[config.mk]
export PLATFORM = sky130hd
export DESIGN_NAME = abl
export DESIGN_NICKNAME = d
export VERILOG_FILES = /design/src/rtl/abl.sv
export SDC_FILE = /design/constraint.sdc
export NUM_CORES = 1
export LEC_CHECK = 0
export CAP_MARGIN = 0
export CORE_MARGIN = 3
export CORE_UTILIZATION = 45
export DETAILED_ROUTE_END_ITERATION = 12
export GPL_TIMING_DRIVEN = 1
export PLACE_DENSITY = 0.91
export SKIP_CTS_REPAIR_TIMING = 1
export SYNTH_ARGS = -nofsm -noshare
export SYNTH_HDL_FRONTEND = slang
export SYNTH_SLANG_ARGS = --single-unit
[constraint.sdc]
create_clock -name clk -period 6.3 [get_ports clk]
set_input_delay 1.575 -clock clk [delete_from_list [all_inputs] [get_ports clk]]
set_output_delay 1.575 -clock clk [all_outputs]
set_load 0.03 [all_outputs]
[src/rtl/abl.sv]
// Address Bus Low stage: next ABL from base + offset, PCL register, carry/sign to abh.
// Ports: clk, rst_n, rdy, DB, REG, op, ld_pc, inc_pc -> ADL, ABL, PCL, CO, SGN, pc_co.
module abl (
  input  logic       clk,
  input  logic       rst_n,
  input  logic       rdy,
  input  logic [7:0] DB,
  input  logic [7:0] REG,
  input  logic [3:0] op,
  input  logic       ld_pc,
  input  logic       inc_pc,
  output logic [7:0] ADL,
  output logic [7:0] ABL,
  output logic [7:0] PCL,
  output logic       CO,
  output logic       SGN,
  output logic       pc_co
);

  logic [7:0] abl_q, abl_d;
  logic [7:0] pcl_q, pcl_d;
  logic       co_q, co_d;
  logic       sgn_q, sgn_d;

  logic [7:0] base;
  logic [7:0] offs;
  logic       cin;
  logic [8:0] sum;

  always_comb begin
    base = 8'h00;
    unique case (op[3:2])
      2'b00: base = 8'h00;
      2'b01: base = abl_q;
      2'b10: base = pcl_q;
      2'b11: base = DB;
      default: base = 8'h00;
    endcase
  end

  always_comb begin
    offs = 8'h00;
    unique case (op[1:0])
      2'b00: offs = 8'h00;
      2'b01: offs = 8'h00;
      2'b10: offs = REG;
      2'b11: offs = DB;
      default: offs = 8'h00;
    endcase
  end

  // Signed branch offsets add as plain bytes; abh
  // corrects the page using SGN and CO.
  always_comb begin
    cin = (op[1:0] == 2'b01);
    sum = {1'b0, base} + {1'b0, offs} + {8'h00, cin};
  end

  always_comb begin
    abl_d = abl_q;
    co_d  = co_q;
    sgn_d = sgn_q;
    pcl_d = pcl_q;
    if (rdy) begin
      abl_d = sum[7:0];
      co_d  = sum[8];
      sgn_d = (op[1:0] == 2'b11) & DB[7];
    end
    // PCL follows ld_pc only, in step with PCH.
    if (ld_pc) begin
      pcl_d = abl_q + {7'h00, inc_pc};
    end
  end

  always_ff @(posedge clk or negedge rst_n) begin
    if (!rst_n) begin
      abl_q <= 8'h00;
      pcl_q <= 8'h00;
      co_q  <= 1'b0;
      sgn_q <= 1'b0;
    end else begin
      abl_q <= abl_d;
      pcl_q <= pcl_d;
      co_q  <= co_d;
      sgn_q <= sgn_d;
    end
  end

  assign ADL   = sum[7:0];
  assign ABL   = abl_q;
  assign PCL   = pcl_q;
  assign CO    = co_q;
  assign SGN   = sgn_q;
  assign pc_co = inc_pc & ld_pc & (abl_q == 8'hFF);

endmodule

# Word-level counts from Yosys, hierarchy flattened

Cells that the tools add are included.
W data, S select, Z words.

Add/subtract/negate cells: 3
Equality and inequality tests: 7
Mux-type cells: 2
Bitwise logic cells: 3
Reductions and logical operators: 3

Operators with widths:

| cell                 | count |
|---|---|
| $pmux W8 S4          | 1 |
| $pmux W8 S3          | 1 |
| $add A8 B8 Y9        | 1 |
| $add A9 B1 Y9        | 1 |
| $add A8 B1 Y8        | 1 |
| $eq A2 B2 Y1 const B | 4 |
| $eq A8 B8 Y1 const B | 1 |
| $eq A2 B1 Y1 const B | 2 |
| $logic_not A2 Y1     | 2 |
| $and A1 B1 Y1        | 3 |
| $reduce_or A2 Y1     | 1 |

Flip-flop bits (word level): 18
Input bits: 25
Output and inout port bits: 27
Logic and storage cells: 22

# Longest topological paths before layout

Gate-level depths: netlist (run 1).

Depth in word-level cells: 5
Gate-level depth with buffers: 11
Gate-level depth less buffers: 9

# Worst setup path before layout (run 1)

Ideal clock, no wire load.

Path kind: input port to output port
Start: input op[2]
End: output ADL[6]
Data arrival time: 3.918 ns
Data required time: 4.725 ns
Path slack: 0.807 ns
Stages on the path: 11
Path buffers: 3
Cell sequence: clkbuf_1 nor2b_1 clkbuf_1 a22oi_1 fa_1 fa_1 nor2b_1 o31a_1 o21ai_0 a21oi_1 buf_4

Longest elaborated chain between the ends: 4
Elaborated cells between the ends (all ways): 7
Those cells by class: add/sub (2); eq/ne (3); mux (1); reduce/logical (1)

RTL lines:

| what                                       | RTL line | RTL |
|---|---|---|
| from (decl)                                | 9        | `input logic [3:0] op,` |
| $eq A2 B2 Y1, or another cell as far along | 32       | `unique case (op[3:2])` |
| $pmux W8 S4 (*)                            | 32       |  |
| $add A8 B8 Y9 (*)                          | 56       | `sum = {1'b0, base} + {1'b0, offs} + {8'h00, cin};` |
| $add A9 B1 Y9 (*)                          | 56       |  |
| to (decl)                                  | 12       | `output logic [7:0] ADL,` |

Every way passes the cells marked *; elsewhere a longest branch is shown, timed or not.

# Final worst setup path (run 1)

Start: input op[3]
End: output ADL[5]

The elaborated chain is that of the path after synthesis.

==> results.md, run 1 <==
- Transition at the pin with the smallest max-transition slack: approximately 0.78 ns
- Yosys top cell by area: dfrtp_1
- Arrival time at the worst endpoint: 4.41 ns
- Worst Path Max Fanout: 9
- DRC Markers: 0
- Delay contributed by the slowest stage of the critical path: 0.69 ns
- Combined area of all synthesized cells: 1471 sq um
- CTS root buffer: clkbuf_4
- Hold wc startpoint: SGN$_DFFE_PN0P_
- # nets final: between 200 and 250
- WP buf/inv: 4
- Number of design-rule violations left by the first detailed-router iteration: 61
- Kind of end point of the critical path: output pin
- Count of flip-flops with a built-in enable after synthesis: 0
- I/O pin total: 52
- Busiest layer in global routing: met2
- Synth warn: 0
- Chip Width: 63.18 microns
- Cell chain of the critical path: clkdlybuf4s50_1 -> nor2b_1 -> buf_4 -> a22oi_1 -> inv_1 -> ha_1 -> nand2b_1 -> a21oi_1 -> nor2_1 -> xnor2_1 -> clkdlybuf4s50_1
- Gate count of the mapped netlist: 154
- Cell depth of the worst hold path: 2
- Critical path's most frequent cell: clkdlybuf4s50_1
- Router iterations before antenna repair: 4
- First-pass GRT wire length: between 5000 and 6000 microns
- Switching component of the power: 0.3705 mW
- Crit share post-route: 0.9493
- Full die area: 3992 sq um
- Port Buffers: 51
- Combinational Power Share: 0.626
- Power density normalized to cell area: about 400 nW/um^2
- Number of synthesized register bits: 18
- Overflow left after global routing: 0
- Starting density of the core: 0.4780
- Met2 demand-to-capacity share in global routing: 0.3057
- Max-cap viol count: 0
- End of the worst register-to-register path: ABL[6]$_DFFE_PN0P_
- Maximum number of pins on one net before global-route repair: 19
- Number of hold violations in the final report: 0
- # setup viols final: 0
- Vias per cell: 5.243
- Routed WL per cell: 14.86 microns
- Sink Count: 18
- Maximum achievable frequency: 0.1672 GHz
- DPL Wire Length: 2951 microns
- Worst IR Drop VDD: 219.5 uV
- Worst slew margin: 0.4813
- Post-Place Setup Slack: 0.1980 ns
- Proportion of layout cells with a drive suffix above 1: 0.1487
- Proportion of netlist area held by the largest area contributor: 0.3061
- Antenna violations before repair: 0
- Minimum setup slack in the final design: about 0.32 ns
- RSZ-0062 raised after global routing: no
- Layout overhead on the synthesized area: 35.37%
- Site Rows: 20
- Register share of total power: 0.289
- Average instance area after synthesis: 9.555 sq um
- Vert. Die Dim: 63.18 microns
- Synth top area cells: dfrtp_1 (31%), mux2_2 (15%), ha_1 (7.7%)
- Count of unique library cells instantiated by Yosys: 31
- Flip-flop cell with the highest count after synthesis: dfrtp_1
- Minimum setup slack among reg-to-reg paths: 3.77 ns
- Class of the most critical hold timing path: register to register
- Type of element launching the critical path: input pin
- Core area: just over 3000 sq um
- Sw frac: 0.4636
- Clock share of power: 0.085
- Count of nets left with antenna violations after detail routing: 0
- TritonCTS clock tree: built
- Leakage power of the design: approximately 0.86 nW
- Dpl cell area: 1953 sq um
- Met1 layer usage reported by global route: 0.2492
- Worst reg2reg startpoint: PCL[0]$_DFFE_PN0P_
- Result of the run: finished, final reports clean
- Met3 usage in global routing: 0.02852
- Fin. max-slew vios: 0
- Required time at the endpoint of the critical path: 4.72 ns
- CTS clock-pin slew for the worst setup and hold paths: around 0.10 ns
- Detailed-route wire length: 3552 microns
- Max Buffers Root-to-Sink: 2
- Combined global-route utilization of all metal layers: 0.1835
- Final sum of negative setup slack: 0 ns
- Final min period: 5.981 ns
- Final weighted congestion in routability-driven placement: approximately 0.9
- Terminating pin of the worst hold path: SGN$_DFFE_PN0P_
- Htree depth: 1
- Clock latency at the later pin of the worst-skew pair: 0.28 ns
- Family with the most delay on the worst path: buffers and inverters
- Share of async-settable or async-resettable flops after synthesis: 1.000
- Net count after synthesis: 190
- Share of synthesized area occupied by flip-flops and latches: 0.3061
- Overall Power: between 0.7 and 0.8 mW
- Final Skew: between 0.004 and 0.005 ns
- Cells on worst reg2reg path: 9
- Design internal power: about 0.43 mW
- Routed via count: between 1000 and 1500
- Category of the critical setup timing path: input pin to output pin
- Via count of the first global-routing pass: 1250
- Max stage delay cell, worst path: clkdlybuf4s50_1
- Inserted Clock Buffers: 3
- Post-route standard cell area excluding fillers: 1992 sq um
- Diodes inserted: 0
[metal layers]
layer  routed length [microns]  vias to the layer above
met5                         0                        -
met3                       175                        4
li1                          -                      621
met1                      1616                      589
met4                        23                        0
met2                      1736                       39
[cell families after synthesis]
| logic type | share of synthesized area |
|---|---|
| fa+ha+maj | 0.1037 |
| compound gates | 0.1361 |
| flops | 0.3061 |
| buf+inv | 0.07737 |
| xor+xnor | 0.05952 |
| simple gates | 0.1233 |
| mux | 0.1939 |
[area by class of cell]
class | instances | area, sq um
Sequential cell | 18 | 450.4
Inverter | 6 | 22.52
Multi-Input combinational cell | 114 | 907.1
Fill cell | 264 | 1086
Timing Repair Buffer | 53 | 520.5
Tap cell | 44 | 55.05
Clock buffer | 4 | 36.28
[power groups by stage]
stage | clock network [mW] | registers (mW) | logic (mW)
finish | 0.0679 | 0.231 | 0.500
global route | 0.0742 | 0.239 | 0.532
CTS | 0.0703 | 0.230 | 0.502
detailed placement | 0 | 0.232 | 0.499
global placement | 0 | 0.233 | 0.492
floorplan | 0 | 0.305 | 0.251
[cells in the final DEF, fill, tap and decap left out, types with 2 or more instances in the layout]
| cell | netlist | final |
|---|---|---|
| mux2i_1 | 6 | 6 |
| mux2_2 | 20 | 20 |
| nor2b_1 | 8 | 8 |
| nor2_1 | 13 | 13 |
| o21a_1 | 2 | 2 |
| ha_1 | 9 | 9 |
| nand2_1 | 5 | 5 |
| a21oi_1 | 10 | 10 |
| clkdlybuf4s50_1 | 0 | 47 |
| o31a_1 | 2 | 2 |
| fa_1 | 2 | 2 |
| nand2b_1 | 3 | 3 |
| nand4_1 | 2 | 2 |
| a22o_1 | 6 | 6 |
| xnor2_1 | 6 | 6 |
| buf_4 | 8 | 5 |
| clkbuf_4 | 0 | 3 |
| inv_1 | 6 | 6 |
| a22oi_1 | 2 | 2 |
| dfrtp_1 | 18 | 18 |
| o21ai_0 | 4 | 4 |
| nand3_1 | 3 | 3 |
| xor2_1 | 4 | 4 |
[synthesized netlist by cell type (all sizes together) (4+ instances only)]
library cell,count
a21oi,10
nand2,5
a22o,6
clkbuf,6
xor2,4
buf,10
mux2,20
mux2i,6
dfrtp,18
ha,9
xnor2,6
inv,6
nor2b,8
o21ai,4
nor2,13
[worst reg2reg max path: cells and delay by family, from the launching register on]
kind	cells	cell delay, ns
DFF	1	0.42
and+or+nand+nor	1	0.07
adders and majority gates	2	0.47
muxes	2	0.49
AOI/OAI and AO/OA	4	1.05
[worst max path at each step]
stage / to / slack [ns] / start / depth (start not counted)
after floorplan: ADL[6] / 0.81 / op[2] / 11
after global placement: ADL[5] / 0.30 / op[2] / 10
after detailed placement: ADL[5] / 0.20 / op[2] / 10
after CTS: ADL[5] / 0.19 / op[2] / 10
after global routing: ADL[5] / 0.06 / op[3] / 11
final: ADL[5] / 0.32 / op[3] / 11
[stage by stage]
step,utilization,hold WS [ns],cells
finish,0.6472,0.5365,239
global route,0.6472,0.5798,239
CTS,0.6463,0.5383,239
detailed placement,0.6346,0.5243,235
global placement,0.6346,0.5220,235
floorplan,-,0.6540,154
[registers in the layout, summed over array words and instances (netlist names)]
name / count
PCL: 8
ABL: 8
CO: 1
SGN: 1
Power figures use the tool's default switching activity.
==> run 2: changes to the inputs <==
--- a/config.mk
+++ b/config.mk
@@ -6,7 +6,6 @@
 export NUM_CORES = 1
 export LEC_CHECK = 0
 export CAP_MARGIN = 0
-export CORE_MARGIN = 3
 export CORE_UTILIZATION = 45
 export DETAILED_ROUTE_END_ITERATION = 12
 export GPL_TIMING_DRIVEN = 1
==> results.md, run 2 (synthesis results as in run 1) <==
- Worst setup path startpoint: op[3] (unchanged)
- RSZ-0062 raised after global routing: no (unchanged)
- Worst IR Drop VDD: 288.7 uV (was 219.5 uV)
- Register share of total power: 0.296 (was 0.289)
- Hold wc startpoint: SGN$_DFFE_PN0P_ (unchanged)
- Overall Power: 0.7864 mW (was 0.7993 mW)
- Sink Count: 18 (unchanged)
- Site Rows: 20 (unchanged)
- Final min period: 6.046 ns (was 5.981 ns)
- Crit share post-route: 0.9597 (was 0.9493)
- Terminating pin of the worst hold path: SGN$_DFFE_PN0P_ (unchanged)
- # setup viols final: 0 (unchanged)
- Antenna violations before repair: 0 (unchanged)
- Category of the critical setup timing path: input pin to output pin (unchanged)
- Most common library cell in the layout ignoring fill and taps: clkdlybuf4s50_1 (unchanged)
- End of the worst register-to-register path: ABL[6]$_DFFE_PN0P_ (unchanged)
- Leakage power of the design: 0.8504 nW (was 0.8576 nW)
- Combinational Power Share: 0.637 (was 0.626)
- Chip Width: 59.18 microns (was 63.18 microns)
- Routed via count: 1264 (was 1253)
- Number of design-rule violations left by the first detailed-router iteration: 38 (was 61)
- Full die area: 3502 sq um (was 3992 sq um)
- Max Buffers Root-to-Sink: 2 (unchanged)
- Vert. Die Dim: 59.18 microns (was 63.18 microns)
- TritonCTS clock tree: built (unchanged)
- Kind of end point of the critical path: output pin (unchanged)
- Final core utilization: 0.6427 (was 0.6472)
- Post-Place Setup Slack: 0.1854 ns (was 0.1980 ns)
- Count of nets left with antenna violations after detail routing: 0 (unchanged)
- Proportion of layout cells with a drive suffix above 1: 0.1443 (was 0.1487)
- Clock latency at the later pin of the worst-skew pair: 0.28 ns (about the same)
- Sw frac: 0.4706 (was 0.4636)
- Cells on worst reg2reg path: 9 (unchanged)
- Vias per cell: 5.311 (was 5.243)
- Detailed-route wire length: 3523 microns (was 3552 microns)
- Commonest cells after routing, fill and taps aside: clkdlybuf4s50_1 (47), mux2_2 (20), dfrtp_1 (18) (unchanged)
- First-pass GRT wire length: 5589 microns (was 5913 microns)
- Transition at the pin with the smallest max-transition slack: 0.7635 ns (was 0.7756 ns)
- Layout overhead on the synthesized area: 34.44% (was 35.37%)
- DPL Wire Length: 2901 microns (was 2951 microns)
- Minimum setup slack among reg-to-reg paths: 3.77 ns (about the same)
- Worst slew margin: 0.4894 (was 0.4813)
- Class of the most critical hold timing path: register to register (unchanged)
- Switching component of the power: 0.3700 mW (was 0.3705 mW)
- # nets final: 232 (unchanged)
- CTS root buffer: clkbuf_4 (unchanged)
- Worst Path Max Fanout: 9 (unchanged)
- Routed WL per cell: 14.80 microns (was 14.86 microns)
- Maximum number of pins on one net before global-route repair: 19 (unchanged)
- Clock share of power: 0.067 (was 0.085)
- Final weighted congestion in routability-driven placement: 0.8422 (was 0.9194)
- Minimum setup slack in the final design: 0.2541 ns (was 0.3194 ns)
- Port Buffers: 51 (unchanged)
- Worst hold margin: 0.5389 ns (was 0.5365 ns)
- Design internal power: 0.4163 mW (was 0.4288 mW)
- DRC Markers: 0 (unchanged)
- Worst reg2reg startpoint: PCL[0]$_DFFE_PN0P_ (unchanged)
- Combined global-route utilization of all metal layers: 0.2146 (was 0.1835)
- Core area: 3078 sq um (unchanged)
- Overflow left after global routing: 0 (unchanged)
- Required time at the endpoint of the critical path: 4.72 ns (about the same)
- Number of hold violations in the final report: 0 (unchanged)
- Type of element launching the critical path: input pin (unchanged)
- Htree depth: 1 (unchanged)
- Maximum achievable frequency: 0.1654 GHz (was 0.1672 GHz)
- Final Skew: 0.0003613 ns (was 0.004979 ns)
- Arrival time at the worst endpoint: 4.47 ns (was 4.41 ns)
- Cell depth of the worst hold path: 2 (unchanged)
- CTS clock-pin slew for the worst setup and hold paths: 0.09 ns (was 0.10 ns)
- Router iterations before antenna repair: 4 (unchanged)
- I/O pin total: 52 (unchanged)
- Fin. max-slew vios: 0 (unchanged)
- Power density normalized to cell area: 397.5 nW/um^2 (was 401.3 nW/um^2)
- Final sum of negative setup slack: 0 ns (unchanged)
- Diodes inserted: 0 (unchanged)
- Via count of the first global-routing pass: 1224 (was 1250)
- Starting density of the core: 0.4780 (unchanged)
- Result of the run: finished, final reports clean (unchanged)
- Max-cap viol count: 0 (unchanged)
- Inserted Clock Buffers: 3 (unchanged)
run 2: how the worst max path moves through the flow:
stage | endpoint | slack [ns]
floorplan | ADL[6] | 0.81
global placement | ADL[5] | 0.31
detailed placement | ADL[5] | 0.19
CTS | ADL[5] | 0.19
global route | ADL[5] | 0.09
finish | ADL[3] | 0.25
run 2: routing by layer:
metal | GRT usage | share of wire | vias to the layer above
li1 | - | - | 625
met1 | 0.2944 | 0.45 | 594
met2 | 0.3403 | 0.49 | 36
met3 | 0.02402 | 0.045 | 9
met4 | 0.09524 | 0.024 | 0
met5 | 0 | 0 | -
run 2: layout make-up:
type / instances / area, sq um
repair buffers: 53 / 520.5
clock buffers: 3 / 22.52
inverters: 6 / 22.52
well taps: 44 / 55.05
fillers: 247 / 1100
multi-input cells: 114 / 907.1
flip-flops and latches: 18 / 450.4
run 2: stage by stage:
stage,instances,instance area (sq um)
floorplan,154,1471
global placement,235,1953
detailed placement,235,1953
CTS,238,1976
global route,238,1978
finish,238,1978
run 2: power by group through the flow:
stage | clock network, mW | registers (mW) | logic [mW]
finish | 0.0526 | 0.233 | 0.501
detailed placement | 0 | 0.233 | 0.500
global placement | 0 | 0.234 | 0.490
CTS | 0.0531 | 0.232 | 0.503
floorplan | 0 | 0.305 | 0.251
global route | 0.0602 | 0.239 | 0.532
run 2: worst max-delay path: stages:
cell and delay [ns]:
clkdlybuf4s50_1 0.66, nor2b_1 0.10, buf_4 0.17, a22oi_1 0.34
inv_1 0.09, ha_1 0.30, nand2b_1 0.10, nand2b_1 0.06
a21oi_1 0.19, xnor2_1 0.17, clkdlybuf4s50_1 0.71
